===== config.mk =====
export PLATFORM = sky130hd
export DESIGN_NAME = maxpool_1d_stream
export DESIGN_NICKNAME = d
export VERILOG_FILES = /design/src/rtl/pool_pkg.sv /design/src/rtl/maxpool_1d_stream_cmp.sv /design/src/rtl/maxpool_1d_stream.sv
export SDC_FILE = /design/constraint.sdc
export NUM_CORES = 1
export LEC_CHECK = 0
export ABC_AREA = 1
export CAP_MARGIN = 20
export CORE_MARGIN = 10
export CORE_UTILIZATION = 41
export DETAILED_ROUTE_END_ITERATION = 12
export HOLD_SLACK_MARGIN = 0.08
export PLACE_DENSITY = 0.69
export SLEW_MARGIN = 10
export SYNTH_ARGS = -nofsm -noshare
export SYNTH_HDL_FRONTEND = slang
export SYNTH_SLANG_ARGS = --single-unit

===== constraint.sdc =====
create_clock -name clk -period 5.9 [get_ports clk]
set_clock_uncertainty 0.2 [all_clocks]
set_input_delay 1.18 -clock clk [delete_from_list [all_inputs] [get_ports clk]]
set_output_delay 1.18 -clock clk [all_outputs]
set_load 0.01 [all_outputs]

===== src/rtl/pool_pkg.sv =====
// rtl/pool_pkg.sv - shared types and helpers for the 1-D max-pool stage
package pool_pkg;

   // ACCUM gathers a window, OUTPUT presents its maximum downstream
   typedef enum logic {
      ACCUM  = 1'b0,
      OUTPUT = 1'b1
   } pool_state_t;

   // Sample width shared with the upstream convolution layer
   localparam int unsigned POOL_T = 16;

   typedef logic signed [POOL_T-1:0] sample_t;

   // Number of pooled results per input vector (last window may be partial)
   function automatic int unsigned pool_out_len(input int unsigned l, input int unsigned p);
      return (l + p - 1) / p;
   endfunction

endpackage


===== src/rtl/maxpool_1d_stream_cmp.sv =====
// rtl/maxpool_1d_stream_cmp.sv - signed running-max with first-sample bypass
module maxpool_1d_stream_cmp #(
   parameter int T = 16
) (
   input  logic signed [T-1:0] cur_max,
   input  logic signed [T-1:0] sample,
   input  logic                first,
   output logic signed [T-1:0] result
);

   // First sample of a window seeds the max; later samples keep the larger value
   always_comb begin
      result = cur_max;
      if (first || (sample > cur_max)) begin
         result = sample;
      end
   end

endmodule


===== src/rtl/maxpool_1d_stream.sv =====
// rtl/maxpool_1d_stream.sv - streaming non-overlapping 1-D max-pool stage
module maxpool_1d_stream
   import pool_pkg::*;
#(
   parameter int L = 57,
   parameter int P = 2,
   parameter int T = 16
) (
   input  logic                clk,
   input  logic                reset,
   input  logic signed [T-1:0] x_data,
   input  logic                x_valid,
   output logic                x_ready,
   output logic signed [T-1:0] y_data,
   output logic                y_valid,
   input  logic                y_ready,
   output logic                y_last
);

   localparam int WW = (P > 0) ? $clog2(P + 1) : 1;
   localparam int EW = (L > 1) ? $clog2(L) : 1;
   localparam logic [WW-1:0] WIN_LAST  = WW'(P - 1);
   localparam logic [EW-1:0] ELEM_LAST = EW'(L - 1);

   pool_state_t         state;
   logic [WW-1:0]       win_cnt;
   logic [EW-1:0]       elem_cnt;
   logic signed [T-1:0] max_reg;
   logic                last_reg;
   logic signed [T-1:0] next_max;
   logic                x_acc;
   logic                closes;
   logic                vec_end;

   // Ready passes straight through from downstream while a result is pending,
   // so a result can retire and a new sample enter in the same cycle
   assign x_ready = !reset && ((state == ACCUM) || y_ready);
   assign x_acc   = x_valid && x_ready;
   assign vec_end = (elem_cnt == ELEM_LAST);
   assign closes  = (win_cnt == WIN_LAST) || vec_end;

   assign y_valid = (state == OUTPUT);
   assign y_data  = max_reg;
   assign y_last  = last_reg;

   maxpool_1d_stream_cmp #(.T(T)) u_cmp (
      .cur_max (max_reg),
      .sample  (x_data),
      .first   (win_cnt == '0),
      .result  (next_max)
   );

   // Window/element counters, running max and the ACCUM/OUTPUT sequencing
   always_ff @(posedge clk) begin
      if (reset) begin
         state    <= ACCUM;
         win_cnt  <= '0;
         elem_cnt <= '0;
         max_reg  <= '0;
         last_reg <= 1'b0;
      end else begin
         if ((state == OUTPUT) && y_ready) begin
            state    <= ACCUM;
            last_reg <= 1'b0;
         end
         if (x_acc) begin
            max_reg  <= next_max;
            elem_cnt <= vec_end ? '0 : elem_cnt + EW'(1);
            if (closes) begin
               win_cnt  <= '0;
               state    <= OUTPUT;
               last_reg <= vec_end;
            end else begin
               win_cnt  <= win_cnt + WW'(1);
            end
         end
      end
   end

endmodule


==> summary.txt <==
Timing
  • Min Tclk post-route: 3780 ps
  • RSZ-0062 raised after global routing: false
  • Fraction of the cycle the final worst path needs: 64.1%
  • Setup TNS Final: 0 ps
  • Max Slew Vio Count: 0
  • Hold Violations, Final: 0
  • PnR worst setup slack: 2120 ps
  • Max Clock Freq: 265 MHz
  • Actual slew at the worst max-slew pin: 687 ps
  • Slew HR: 54.1%
  • Final setup violating endpoints: 0

Setup path
  • Crit Path Class: in2out
  • Worst reg2reg path startpoint: y_data[15]
  • R2R Setup Slk: 3710 ps
  • CP Data Required Time: 4520 ps
  • Crit Path Max Fanout: 2
  • R2R cell count: 12
  • Reg-to-reg endpoint: y_data[11]
  • Crit path from: y_ready
  • Worst setup SP type: input pin
  • Arr. time, crit path: 2400 ps
  • Crit end category: output pin

Yosys
  • Area leader, netlist: dfxtp_1
  • Primary FF master, synth: dfxtp_1
  • Number of synthesized flops with an enable pin: 0
  • Mean Syn Cell Area: 6.79 sq um
  • Sequential area share after synthesis: 31.0%
  • Top post-synthesis cells by count: 50 x inv_1, 49 x nand2_1, 28 x a21oi_1
  • Mapped cell area: 1680 sq um
  • Seq cells post-synth: 26
  • Synth unique cells: 24
  • Top cells by area, synth: dfxtp_1 31%, ha_1 15%, inv_1 11%
  • Count leader, synth: inv_1
  • Share of the synthesized area in the top cell type: 31.0%
  • Syn_nets: 287
  • Post-Syn Instances: 247
  • Fraction of synthesis flops using an asynchronous set or reset pin: 0%
  • Synthesis Warnings: 0

Global route
  • Vias in the first global route: 1,400
  • First-pass GRT wire length: 6.30 mm
  • GR Util All Layers: 10.3%
  • Largest net degree at the start of global routing: 40
  • Total gr overflow: 0
  • Antenna violations before repair: 0

Clock network
  • Post-CTS sizing: 0
  • CTS root buf: clkbuf_8
  • CTS sink count: 26
  • Worst-Skew Late Latency: 270 ps
  • Level count of the clock H-tree: 1
  • CTS tree: done
  • Number of post-CTS setup repair buffers: 0
  • Clock Path Buffers: 2
  • Number of buffers created by CTS: 3
  • Clk slew on worst S/H paths: 80 ps
  • Hold-fix buffers, CTS: 0

Place
  • DP Wirelength: 2.71 mm
  • Buffers on Ports: 38
  • Placed inst area: 2060 sq um
  • Cell total after placement: 326
  • GPL Wtd Cong: 0.728
  • Placement Setup Slack: 2120 ps

Floorplanning
  • Die width: 84.0 um
  • Core Area: 3970 sq um
  • Die ar.: 7050 sq um
  • Starting Density: 42.2%
  • FP Rows: 23
  • Num ports: 39
  • Chip height: 84.0 um

Cells and area
  • Ant. Diodes: 0
  • Layout overhead on the synthesized area: 25.1%
  • Design area: 2100 sq um
  • Fin cells: 329
  • Layout cells sized above 1: 3.94%
  • # nets final: 321
  • Core Util, Final: 52.9%

Job
  • MaxCap Viol Count: 0

Power
  • P_sw: 0.000121 W
  • Internal power: 0.000287 W
  • Power Dens Cells: 195 nW/um^2
  • Switching Share: 29.7%
  • Leakage: 0.984 nW
  • Sequential Power Share: 47.4%
  • Clock Power Share: 24.4%
  • Worst vdd ir: 0.000137 V
  • Combinational Power Share: 28.2%

Detailed routing
  • Final ANT Viol Nets: 0
  • Drt first-iter violations: 74
  • Detail Route met2 WL: 1.63 mm
  • Metal3 WL: 198 um
  • Avg Vias per Cell: 4.65
  • Number of remaining DRC errors: 0
  • Max layer used: met4
  • Total length of routed wires: 3.62 mm
  • WL/cell: 11.0 um
  • DRT Pass-1 Iters: 4
  • Vias: 1,529
  • WL met1: 1.76 mm

Status
  • Outcome: completed

Hold path
  • Hold path depth: 2
  • Hold Crit Class: reg2reg
  • Hold Path End: elem_cnt[3]
  • Hold_sp: elem_cnt[3]
logic make-up after synthesis:
logic type | count (synthesis) | share of synthesized area [%]
flops | 26 | 31.0
compound gates | 38 | 12.5
simple gates | 103 | 26.5
buf+inv | 60 | 15.1
fa+ha+maj | 20 | 14.9
registers in the layout (all words and copies together) (netlist names):
register	cells
y_data	16
elem_cnt	6
win_cnt	2
y_last	1
y_valid	1
final cells by class:
class	instances	area [sq um]
multi-input cells	161	903
inverters	51	191
flip-flops and latches	26	520
fillers	410	1870
clock buffers	3	41.3
well taps	50	62.6
repair buffers	38	380
worst max-delay path, stage by stage:
cell and delay [ps]:
clkdlybuf4s50_1 470, inv_1 60, a21oi_2 130, clkdlybuf4s50_1 550
worst max path at each step:
stage	end	cells after the start
after floorplan	x_ready	2
after global placement	x_ready	4
after detailed placement	x_ready	4
after CTS	x_ready	4
after global routing	x_ready	4
final	x_ready	4
metal layers:
layer	track usage [%]	up-vias
met4	2.74	0
met5	0	-
met1	12.4	665
li1	-	835
met2	16.7	25
met3	3.91	4
power by group through the flow:
stage	registers (W)	logic [W]	clock network, W
after floorplan	0.000201	0.0000715	0
after global placement	0.000198	0.000114	0
after detailed placement	0.000198	0.000116	0
after CTS	0.000194	0.000117	0.000107
after global routing	0.000195	0.000134	0.000116
final	0.000194	0.000115	0.0000999
placed cells by master (no fill, tap or decap):
cell type | Yosys | routed
nor3b_1 | 1 | 1
clkdlybuf4s50_1 | 0 | 38
o21ai_0 | 3 | 3
o32ai_1 | 1 | 1
a21oi_1 | 28 | 28
nand3_1 | 18 | 18
nand2_1 | 49 | 49
clkbuf_8 | 0 | 3
dfxtp_1 | 26 | 26
nor2_1 | 24 | 24
inv_1 | 50 | 50
ha_1 | 20 | 20
nor3_1 | 4 | 4
o21ai_1 | 1 | 1
inv_2 | 1 | 1
nand2_2 | 2 | 2
a31oi_1 | 1 | 1
a21o_1 | 1 | 1
a21oi_2 | 3 | 3
nand4_1 | 3 | 3
nor3_2 | 1 | 1
nand2_4 | 1 | 1
through the flow:
step | hold WS [ps] | total power, W
floorplan | 254 | 0.000272
global placement | 271 | 0.000312
detailed placement | 279 | 0.000314
CTS | 294 | 0.000418
global route | 309 | 0.000446
finish | 288 | 0.000409
No activity file was read; power rests on OpenSTA's default activity.
